`src/rtl/rpn_stack_calculator_if.sv`:
```
// Command/display bundle between the debouncer/keypad side and the RPN calculator.
interface rpn_stack_calculator_if #(
  parameter int WIDTH = 16,
  parameter int DEPTH = 8
);
  localparam int DW = $clog2(DEPTH + 1);

  logic             enter;
  logic             is_cmd;
  logic [2:0]       cmd;
  logic [WIDTH-1:0] data_in;
  logic [WIDTH-1:0] to_display;
  logic [3:0]       flags;
  logic [DW-1:0]    depth;
  logic             busy;
  logic             error;
  logic [2:0]       cur_state;

  modport master (
    output enter, is_cmd, cmd, data_in,
    input  to_display, flags, depth, busy, error, cur_state
  );
  modport slave (
    input  enter, is_cmd, cmd, data_in,
    output to_display, flags, depth, busy, error, cur_state
  );
endinterface

```
`src/rtl/rpn_stack_calculator.sv`:
```
// Reverse-polish calculator: DEPTH-entry operand stack, 8 commands, {N,Z,C,V} flags.
// Commands are captured in S_IDLE and committed one cycle later in S_EXEC.
module rpn_stack_calculator #(
  parameter int WIDTH = 16,
  parameter int DEPTH = 8
) (
  input logic                 clk,
  input logic                 rst,
  rpn_stack_calculator_if.slave bus
);
  localparam int DW = $clog2(DEPTH + 1);
  localparam int IW = (DEPTH > 1) ? $clog2(DEPTH) : 1;

  typedef enum logic [2:0] {S_IDLE = 3'b001, S_EXEC = 3'b010, S_ERROR = 3'b100} state_t;
  typedef enum logic [2:0] {
    C_ADD = 3'b000, C_SUB = 3'b001, C_OR = 3'b010, C_AND = 3'b011,
    C_DUP = 3'b100, C_SWAP = 3'b101, C_DROP = 3'b110, C_CLR = 3'b111
  } cmd_t;

  state_t           state, nxt;
  logic [WIDTH-1:0] stk [DEPTH];
  logic [DW-1:0]    dep;
  logic [3:0]       flg;
  logic [WIDTH-1:0] a_q, b_q;
  cmd_t             cmd_q, cmd_in;

  logic [IW-1:0]    tos_idx, nos_idx, push_idx;
  logic             full, uf;
  logic [WIDTH:0]   sum, dif;
  logic [WIDTH-1:0] res;
  logic             c_f, v_f;

  assign cmd_in   = cmd_t'(bus.cmd);
  assign full     = (dep == DW'(DEPTH));
  assign tos_idx  = IW'(dep - DW'(1));
  assign nos_idx  = IW'(dep - DW'(2));
  assign push_idx = IW'(dep);

  // Underflow also covers DUP on a full stack, since it would push past DEPTH.
  always_comb begin
    uf = 1'b0;
    case (cmd_in)
      C_ADD, C_SUB, C_OR, C_AND, C_SWAP: uf = (dep < DW'(2));
      C_DUP:                             uf = (dep == '0) || full;
      C_DROP:                            uf = (dep == '0);
      default:                           uf = 1'b0;
    endcase
  end

  always_comb begin
    nxt = state;
    case (state)
      S_IDLE:
        if (bus.enter) begin
          if (!bus.is_cmd) nxt = full ? S_ERROR : S_IDLE;
          else             nxt = uf   ? S_ERROR : S_EXEC;
        end
      S_EXEC:  nxt = S_IDLE;
      S_ERROR: if (bus.enter) nxt = S_IDLE;
      default: nxt = S_IDLE;
    endcase
  end

  always_ff @(posedge clk) begin
    if (rst) state <= S_IDLE;
    else     state <= nxt;
  end

  always_comb begin
    sum = {1'b0, a_q} + {1'b0, b_q};
    dif = {1'b0, a_q} - {1'b0, b_q};
    res = '0;
    c_f = 1'b0;
    v_f = 1'b0;
    case (cmd_q)
      C_ADD: begin
        res = sum[WIDTH-1:0];
        c_f = sum[WIDTH];
        v_f = (a_q[WIDTH-1] == b_q[WIDTH-1]) && (res[WIDTH-1] != a_q[WIDTH-1]);
      end
      C_SUB: begin
        res = dif[WIDTH-1:0];
        c_f = ~dif[WIDTH];
        v_f = (a_q[WIDTH-1] != b_q[WIDTH-1]) && (res[WIDTH-1] != a_q[WIDTH-1]);
      end
      C_OR:    res = a_q | b_q;
      C_AND:   res = a_q & b_q;
      default: res = '0;
    endcase
  end

  always_ff @(posedge clk) begin
    if (rst) begin
      for (int i = 0; i < DEPTH; i++) stk[i] <= '0;
      dep   <= '0;
      flg   <= '0;
      a_q   <= '0;
      b_q   <= '0;
      cmd_q <= C_CLR;
    end else begin
      case (state)
        S_IDLE:
          if (bus.enter) begin
            if (!bus.is_cmd) begin
              if (!full) begin
                stk[push_idx] <= bus.data_in;
                dep           <= dep + DW'(1);
              end
            end else if (!uf) begin
              a_q   <= stk[nos_idx];
              b_q   <= stk[tos_idx];
              cmd_q <= cmd_in;
            end
          end
        S_EXEC:
          case (cmd_q)
            C_ADD, C_SUB, C_OR, C_AND: begin
              stk[nos_idx] <= res;
              dep          <= dep - DW'(1);
              flg          <= {res[WIDTH-1], (res == '0), c_f, v_f};
            end
            C_DUP: begin
              stk[push_idx] <= b_q;
              dep           <= dep + DW'(1);
            end
            C_SWAP: begin
              stk[tos_idx] <= a_q;
              stk[nos_idx] <= b_q;
            end
            C_DROP: dep <= dep - DW'(1);
            default: begin
              dep <= '0;
              flg <= '0;
            end
          endcase
        default: ;
      endcase
    end
  end

  assign bus.to_display = (dep == '0) ? bus.data_in : stk[tos_idx];
  assign bus.flags      = flg;
  assign bus.depth      = dep;
  assign bus.busy       = (state == S_EXEC);
  assign bus.error      = (state == S_ERROR);
  assign bus.cur_state  = state;
endmodule
```
`src/flat_wrapper.sv`:
```
// flat-port wrapper written by rule: the top's interface ports become plain ports
module rpn_stack_calculator_flat 
#(
  parameter int WIDTH = 16,
  parameter int DEPTH = 8
)
  (clk, rst, bus_enter, bus_is_cmd, bus_cmd, bus_data_in, bus_to_display, bus_flags, bus_depth, bus_busy, bus_error, bus_cur_state);
  rpn_stack_calculator_if #(.WIDTH(WIDTH), .DEPTH(DEPTH)) bus_i ();
  input logic clk;
  input logic rst;
  input wire logic [$bits(bus_i.enter)-1:0] bus_enter;
  input wire logic [$bits(bus_i.is_cmd)-1:0] bus_is_cmd;
  input wire logic [$bits(bus_i.cmd)-1:0] bus_cmd;
  input wire logic [$bits(bus_i.data_in)-1:0] bus_data_in;
  output wire logic [$bits(bus_i.to_display)-1:0] bus_to_display;
  output wire logic [$bits(bus_i.flags)-1:0] bus_flags;
  output wire logic [$bits(bus_i.depth)-1:0] bus_depth;
  output wire logic [$bits(bus_i.busy)-1:0] bus_busy;
  output wire logic [$bits(bus_i.error)-1:0] bus_error;
  output wire logic [$bits(bus_i.cur_state)-1:0] bus_cur_state;
  assign bus_i.enter = bus_enter;
  assign bus_i.is_cmd = bus_is_cmd;
  assign bus_i.cmd = bus_cmd;
  assign bus_i.data_in = bus_data_in;
  assign bus_to_display = bus_i.to_display;
  assign bus_flags = bus_i.flags;
  assign bus_depth = bus_i.depth;
  assign bus_busy = bus_i.busy;
  assign bus_error = bus_i.error;
  assign bus_cur_state = bus_i.cur_state;
  rpn_stack_calculator #(.WIDTH(WIDTH), .DEPTH(DEPTH)) u_core (.clk(clk), .rst(rst), .bus(bus_i));
endmodule
```
`config.mk`:
```
export PLATFORM = sky130hd
export DESIGN_NAME = rpn_stack_calculator_flat
export DESIGN_NICKNAME = d
export VERILOG_FILES = /design/src/rtl/rpn_stack_calculator_if.sv /design/src/rtl/rpn_stack_calculator.sv /design/src/flat_wrapper.sv
export SDC_FILE = /design/constraint.sdc
export NUM_CORES = 1
export LEC_CHECK = 0
export CELL_PAD_IN_SITES_DETAIL_PLACEMENT = 1
export CELL_PAD_IN_SITES_GLOBAL_PLACEMENT = 1
export CORE_AREA = 2 2 157 159
export DETAILED_ROUTE_END_ITERATION = 8
export DIE_AREA = 0 0 159 161
export PLACE_DENSITY = 0.81
export SKIP_LAST_GASP = 1
export SLEW_MARGIN = 20
export SYNTH_ARGS = -nofsm -noshare
export SYNTH_HDL_FRONTEND = slang
export SYNTH_SLANG_ARGS = --single-unit
```
`constraint.sdc`:
```
create_clock -name clk -period 7.7 [get_ports clk]
set_input_delay 1.54 -clock clk [delete_from_list [all_inputs] [get_ports clk]]
set_output_delay 1.54 -clock clk [all_outputs]
set_load 0.01 [all_outputs]
```
# Word-level counts from Yosys, hierarchy flattened
# Memories as Yosys holds them, arrays and structs flattened. A register that Yosys moved wholly into a read port is not among the register bits.
# Cells that the tools add are included.
# classes
add_sub_neg,5
magnitude_cmp,1
eq_ne,25
muxes,48
bitwise_logic,7
reduce_logical,19
# op_table
cell,count
$mux 16,6
$pmux 16 s4,1
$reduce_or 16->1,3
$mux 3,8
$mux 1,23
$eq 3x3->1 const B,7
$add 16x16->17,1
$sub 16x16->17,1
$and 16x16->16,1
$logic_not 16->1,1
$or 16x16->16,1
$pmux 4 s2,2
$eq 3x2->1 const B,5
$mux 4,3
$pmux 4 s3,1
$ne 2x2->1 const B,5
$reduce_or 5->1,2
$eq 3x1->1 const B,3
$logic_not 3->1,2
$pmux 3 s2,1
$reduce_and 5->1,1
$add 4x1->4 const B,1
$eq 4x4->1 const B,1
$logic_not 4->1,1
16 further kinds,24
# totals
reg_bits,30
ram_bits,128
in_bits,23
out_inout_bits,29
elab_cells,111
memories,1
# memory_table
name,depth,width,read_ports,rd_clocked_by_memory_dff,wr,line_no,text
u_core.stk,8,16,2,1,8,rpn_stack_calculator.sv:21,logic [WIDTH-1:0] stk [DEPTH];

# Longest topological paths before layout
# Gate-level depths: netlist of the first run.
# depth
word_depth,11
ltp_mapped,14
mapped_depth_nobuf,13

# Worst setup path before layout of the first run
# OpenSTA, ideal clock, no wires.
# synth_timing
path_type,register to output
startpoint,"register u_core.dep[1], in the netlist u_core.bus.depth[1]"
endpoint,output bus_to_display[3]
arrival_time_ns,2.954
setup_slack_ns,3.206
stages_incl_launch_ff,13
cell_sequence,dfxtp_1 inv_1 clkbuf_1 clkbuf_1 ha_1 buf_1 nand2b_1 nor2_1 clkbuf_1 a22o_1 a221oi_1 and3_1 a21oi_1
# synth_between
elab_chain_cells,3
elab_cells_between_ends,4
classes_between,1 x add/sub; 1 x mux; 1 x reduce/logical; 1 x memory
# synth_rtl
element,line_no,text
from (decl),rpn_stack_calculator.sv:22,logic [DW-1:0] dep;
from (signal assigned),rpn_stack_calculator.sv:107,dep <= dep + DW'(1);
from (signal assigned),rpn_stack_calculator.sv:119,dep <= dep - DW'(1);
from (signal assigned),rpn_stack_calculator.sv:124,dep <= dep + DW'(1);
$sub 4x1->4,rpn_stack_calculator.sv:35,assign tos_idx = IW'(dep - DW'(1));
$mem_v2 8x16,n/a,
$mux 16 (*),rpn_stack_calculator.sv:141,assign bus.to_display = (dep == '0) ? bus.data_in : stk[tos_idx];
to (decl),flat_wrapper.sv:15,output wire logic [$bits(bus_i.to_display)-1:0] bus_to_display;
# Mark *: on every way between the ends. The rest lies on a longest branch, timed or not.

# Final worst setup path of the first run
# layout_timing
startpoint,"register u_core.dep[1], in the netlist u_core.bus.depth[1]"
endpoint,output bus_to_display[11]
# The elaborated chain is that of the path after synthesis.

==> run_results.csv, run 1 <==
group,metric,value,unit
worst_setup_path,crit_fanout,22,
die,dieArea,25600,µm²
global_route,grt_pass1_wl,67360,µm
drt,vias,11000,
clock_network,clk_pin_slew,0.08,ns
synthesis,syn-num-nets,1335,
power,cellPowerDensity,190.7,nW/µm²
global_route,antenna_found_initial,0,
synthesis,synth_top_cell_by_area,"edfxtp_1",
synthesis,synth_warnings,0,
worst_setup_path,cp_cell_sequence,"inv_1, ha_1, xor2_1, nor2_1, buf_4, a22o_1, a221oi_1, and3_1, a21oi_1, clkdlybuf4s50_1",
sta,fin_crit,6.213,ns
worst_setup_path,critical_path_required,6.16,ns
global_route,grtUsageMet1,47.71,%
clock_network,clk_latency,0.45,ns
power,vdd_drop_max,0.00009710,V
die,coreArea,23960,µm²
sta,finalSetupViolations,0,
place,globalplace.congestion,0.9870,
global_route,track_usage,34.07,%
die,fp-row-count,57,
cells_and_area,final_cells,1601,
cells_and_area,syn2layout_area_growth,12.03,%
global_route,use_met3,4.545,%
clock_network,cts_buffers,17,
global_route,met2_usage,55.08,%
synthesis,synthCells,1257,
worst_setup_path,cp_slowest_cell,"xor2_1",
die,die_w,159,µm
min_path,hold_path_class,"flip-flop to flip-flop",
drt,finalWirelength,43730,µm
synthesis,yosys_most_used_dff,"edfxtp_1",
cells_and_area,final_cell_mix,"nand2_1, edfxtp_1, nor2_1",
worst_setup_path,end_kind,"output pin",
drt,drc_errors,0,
sta,final.period_utilization,80.68,%
drt,postRouteAntennaNets,0,
flow_run,drv_cap,0,
clock_network,holdBufCountCts,0,
drt,wl_per_cell,27.31,µm
synthesis,yosysSeqAreaShare,40.45,%
sta,final_max_slew_viol_count,0,
clock_network,ctsLongestPathBuffers,2,
global_route,gr-total-overflow,0,
synthesis,synth_area,11780,µm²
synthesis,synth_top_area_share,32.64,%
worst_setup_path,critical_path.max_stage_delay,0.89,ns
drt,via_per_inst,6.872,
synthesis,ys_top_cells_by_area,"edfxtp_1, dfxtp_1, mux4_2",
sta,worst_slew_pin_slew,1.114,ns
drt,drt_iter0_drc,1546,
worst_setup_path,crit_type,"flip-flop to output pin",
drt,dr.pass1.iters,6,
synthesis,yosysUniqueCellTypes,82,
place,dp_hpwl,32360,µm
sta,max-slew-margin-rel,25.17,%
global_route,grt-busiest-layer,"met2",
clock_network,cts.sinks,174,
sta,fin_setup_tns,0,ns
global_route,grt_pass1_vias,11070,
cells_and_area,num_antenna_cells,0,
worst_setup_path,cp.arrival,4.67,ns
cells_and_area,drive_above_1_share,10.02,%
synthesis,ys_ff_latch,174,
sta,hold_viol,0,
clock_network,cts-root-buf,"clkbuf_16",
synthesis,synth_edf_count,128,
die,die_h,161,µm
global_route,grt_max_degree,69,
synthesis,syn_avg_cell_area,9.370,µm²
clock_network,postCtsResizedCells,0,
worst_setup_path,cp-start-kind,"flip-flop",
place,port_buffers,51,
place,placed_cells,1569,
power,leakagePower,0.004519,µW
cells_and_area,final_util,55.06,%
sta,max_clock_freq,161.0,MHz
clock_network,cts_tree,"yes",
clock_network,cts_htree_levels,4,
outcome,status,"finished, final reports clean",
sta,rsz0062_at_grt,"false",
sta,skew,0.02588,ns
cells_and_area,layout_commonest_cell,"nand2_1",
cells_and_area,fillers,2715,
die,ios,52,
cells_and_area,nNetsFinal,1342,
die,initial_core_util,49.15,%
synthesis,async_reset_ff_share,0,%
clock_network,post-cts-setup-buffers,0,
[worst max-delay path, delay by kind of cell, from the launching register on]
kind	cells	cell delay (ns)
DFF	1	0.32
buffers and inverters	3	1.41
and+or+nand+nor	2	0.66
xor gates and xnor gates	1	0.89
AOI/OAI and AO/OA	3	0.60
adders and majority gates	1	0.36
[power breakdown]
part	switching, µW	internal, µW
clock network	444	442
logic	322	205
registers	58.7	1040
[state kept, by name, indices dropped and copies added, names as in the netlist]
register and flops:
u_core.stk 128, u_core.a_q 16, u_core.b_q 16, u_core.bus.depth 4, u_core.bus.flags 4, u_core.bus.cur_state 3, u_core.cmd_q 3
[kinds of logic (layout without fill, tap and decap cells)]
family	after synthesis	count (layout)	share of synthesized area [%]
AOI/OAI and AO/OA	416	416	24.98
and+or+nand+nor	410	410	15.96
DFF	174	174	40.45
buffers and inverters	154	174	5.121
adders and majority gates	55	55	5.971
muxes	41	41	7.001
xor gates and xnor gates	7	7	0.5206
[cell usage after synthesis, types with 19 or more instances]
| library cell | instances |
|---|---|
| a22o_1 | 49 |
| clkbuf_1 | 73 |
| o21ai_1 | 63 |
| a211oi_1 | 23 |
| edfxtp_1 | 128 |
| mux4_2 | 33 |
| a21oi_1 | 60 |
| o21ai_0 | 39 |
| nand2_1 | 164 |
| dfxtp_1 | 46 |
| a22oi_1 | 39 |
| nor3_1 | 19 |
| nor2_1 | 119 |
| inv_1 | 53 |
| ha_1 | 53 |
[per-layer routing]
| metal | part of all wire [%] | wire [µm] |
|---|---|---|
| met4 | 2.5 | 1072 |
| met1 | 42 | 18400 |
| met2 | 47 | 20430 |
| met5 | 0 | 0 |
| met3 | 8.8 | 3835 |
[cell type report]
cell class,instances,area (µm²),area share [%]
inverter,58,217.7,1.650
multi-input combinational,929,6467,49.02
timing repair buffer,84,750.7,5.690
clock buffer,18,439.2,3.329
sequential,174,4766,36.12
clock inverter,14,147.6,1.119
tap,324,405.4,3.073
[through the flow]
stage                     worst slack [ns]  total power [µW]  instance area, µm²  hold slack (ns)
after floorplan                      3.206              1433               11780           0.4774
after global placement               2.472              1614               12580           0.4623
after detailed placement             2.273              1631               12590           0.4721
after CTS                            1.701              2495               13180           0.4907
after global routing                 1.218              2586               13190           0.5286
final                                1.487              2516               13190           0.4900
[final timing paths]
kind / startpoint / to / slack (ns) / cells after the start
worst max-delay path: u_core.bus.depth[1] / bus_to_display[11] / 1.49 / 10
worst min-delay path: u_core.bus.flags[0] / u_core.bus.flags[0] / 0.49 / 1
worst max register to register: u_core.a_q[1] / u_core.stk[7][14] / 3.33 / 11
worst min register to register: u_core.bus.flags[0] / u_core.bus.flags[0] / 0.49 / 1
No activity file was read; power rests on OpenSTA's default activity.
==> run 2: changes to the inputs <==
--- a/config.mk
+++ b/config.mk
@@ -7,10 +7,10 @@
 export LEC_CHECK = 0
 export CELL_PAD_IN_SITES_DETAIL_PLACEMENT = 1
 export CELL_PAD_IN_SITES_GLOBAL_PLACEMENT = 1
-export CORE_AREA = 2 2 157 159
+export CORE_AREA = 2 2 160 162
 export DETAILED_ROUTE_END_ITERATION = 8
-export DIE_AREA = 0 0 159 161
-export PLACE_DENSITY = 0.81
+export DIE_AREA = 0 0 162 164
+export PLACE_DENSITY = 0.78
 export SKIP_LAST_GASP = 1
 export SLEW_MARGIN = 20
 export SYNTH_ARGS = -nofsm -noshare
==> constraint.sdc (replaced) <==
create_clock -name clk -period 5.95 [get_ports clk]
set_input_delay 1.19 -clock clk [delete_from_list [all_inputs] [get_ports clk]]
set_output_delay 1.19 -clock clk [all_outputs]
set_load 0.01 [all_outputs]
==> run 2 against run 1 <==
The flow now finishes with violations (DRC); power grew 30%; critical path depth shrank 1; clock power grew 29%; first-iteration DRC count shrank 18%; sequential share of layout area shrank 0.12 points; routed wire length grew 8.3%; critical path type unchanged; critical endpoint is now bus_to_display[4].
==> run_results.csv, run 2 (same netlist as run 1, synthesis figures left out) <==
group,metric,value,unit
outcome,status,"complete, but fails checks",
outcome,violations,"DRC",
worst_setup_path,r2r_slack,1.03,ns
clock_network,cts-root-buf,"clkbuf_16",
clock_network,ctsLongestPathBuffers,2,
clock_network,cts.sinks,174,
clock_network,post-cts-setup-buffers,0,
cells_and_area,syn2layout_area_growth,12.39,%
clock_network,postCtsResizedCells,0,
sta,max-slew-margin-rel,18.21,%
min_path,hp-start,"u_core.bus.flags[2]",
cells_and_area,regMostFlops,"u_core.stk",
worst_setup_path,reg2reg_depth,8,
sta,timing.hold.ws,0.4658,ns
clock_network,clk_pin_slew,0.07,ns
cells_and_area,nNetsFinal,1348,
sta,max_clock_freq,184.5,MHz
global_route,grt_pass1_vias,11320,
worst_setup_path,cp-start-kind,"flip-flop",
sta,final.period_utilization,91.08,%
sta,finalSetupViolations,0,
flow_run,drv_cap,0,
worst_setup_path,crit_type,"flip-flop to output pin",
drt,finalWirelength,47370,µm
cells_and_area,largest_reg_flops,128,
global_route,gr-total-overflow,0,
drt,postRouteAntennaNets,0,
min_path,whs_endpoint,"u_core.bus.flags[2]",
sta,skew,0.01910,ns
worst_setup_path,critical_path_required,4.76,ns
worst_setup_path,end_kind,"output pin",
die,initial_core_util,47.45,%
drt,wl_per_cell,29.37,µm
cells_and_area,num_antenna_cells,0,
global_route,track_usage,35.90,%
sta,final_max_slew_viol_count,0,
min_path,hold_path_class,"flip-flop to flip-flop",
cells_and_area,fillers,2792,
clock_network,cts_htree_levels,4,
die,die_w,162,µm
die,coreArea,24820,µm²
cells_and_area,layout_commonest_cell,"nand2_1",
power,leakagePower,0.004530,µW
power,cellPowerDensity,247.7,nW/µm²
die,die_h,164,µm
sta,fin_crit,5.419,ns
worst_setup_path,reg2reg_to,"u_core.stk[3][12]",
die,dieArea,26570,µm²
worst_setup_path,r2r-start,"u_core.bus.cur_state[1]",
clock_network,clk_latency,0.45,ns
clock_network,holdBufCountCts,0,
global_route,grt_pass1_wl,70640,µm
worst_setup_path,crit_fanout,48,
sta,fin_setup_tns,0,ns
sta,hold_viol,0,
sta,worst_slew_pin_slew,1.227,ns
cells_and_area,final_cell_mix,"nand2_1, edfxtp_1, nor2_1",
cells_and_area,post-route-cell-area,13240,µm²
cells_and_area,final_util,53.33,%
drt,drc_errors,1,
global_route,grt_max_degree,69,
power,vdd_drop_max,0.0001800,V
place,port_buffers,51,
sta,rsz0062_at_grt,"false",
worst_setup_path,cp.arrival,4.23,ns
cells_and_area,reg_top3,"u_core.stk: 128 flops, u_core.a_q: 16 flops, u_core.b_q: 16 flops",
global_route,antenna_found_initial,0,
place,placed_area,12630,µm²
drt,drt_iter0_drc,1275,
place,globalplace.congestion,0.9211,
min_path,min_path_cells,2,
place,dp_hpwl,32860,µm
clock_network,cts_tree,"yes",
die,ios,52,
clock_network,cts_buffers,17,
cells_and_area,drive_above_1_share,10.44,%
drt,via_per_inst,6.948,
drt,vias,11210,
drt,dr.pass1.iters,9,
die,fp-row-count,58,
run 2: power breakdown:
| part | total [µW] | switching (µW) | internal (µW) |
|---|---|---|---|
| Clock | 1140 | 572 | 567 |
| Combinational | 720 | 452 | 268 |
| Sequential | 1420 | 68.0 | 1350 |
| Total | 3280 | 1090 | 2190 |
run 2: cell type report:
cell class | instances | area (µm²) | area share (%)
clock buffers | 17 | 425.4 | 3.214
repair buffers | 90 | 795.8 | 6.012
flip-flops and latches | 174 | 4766 | 36.01
well taps | 330 | 412.9 | 3.119
inverters | 58 | 217.7 | 1.645
clock inverters | 15 | 176.4 | 1.333
multi-input cells | 929 | 6442 | 48.67
run 2: worst max-delay path by stage:
stage | start | end | slack [ns] | cells past startpoint
final | u_core.bus.depth[0] | bus_to_display[4] | 0.53 | 9
after global routing | u_core.bus.depth[0] | bus_to_display[4] | 0.39 | 9
after CTS | u_core.bus.depth[0] | bus_to_display[4] | 0.66 | 9
after detailed placement | u_core.bus.depth[0] | bus_to_display[4] | 1.14 | 9
after global placement | u_core.bus.depth[0] | bus_to_display[7] | 1.23 | 8
after floorplan | u_core.bus.depth[1] | bus_to_display[3] | 1.81 | 12
run 2: through the flow:
step,total power [µW],setup WS (ns),std cells
after floorplan,1854,1.806,1257
after global placement,2121,1.234,1579
after detailed placement,2139,1.138,1581
after CTS,3261,0.6587,1613
after global routing,3369,0.3916,1613
final,3278,0.5309,1613
run 2: metal layers:
| layer | wire (µm) | vias to the layer above | part of all wire [%] | track usage (%) |
|---|---|---|---|---|
| met5 | 0 | - | 0 | 0 |
| met4 | 2170 | 0 | 4.6 | 17.34 |
| met3 | 4635 | 137 | 9.8 | 6.793 |
| met2 | 22230 | 674 | 47 | 58.80 |
| met1 | 18340 | 5617 | 39 | 45.96 |
| li1 | - | 4779 | - | - |
run 2: critical path, cell delays in order (launching register included):
cell and delay [ns]:
dfxtp_2 0.33, buf_4 0.70, nand2b_1 0.31, nor2_1 0.93, buf_4 0.32, a22o_1 0.15, a221oi_1 0.05, and3_1 0.26
a21oi_1 0.16, clkdlybuf4s50_1 0.54
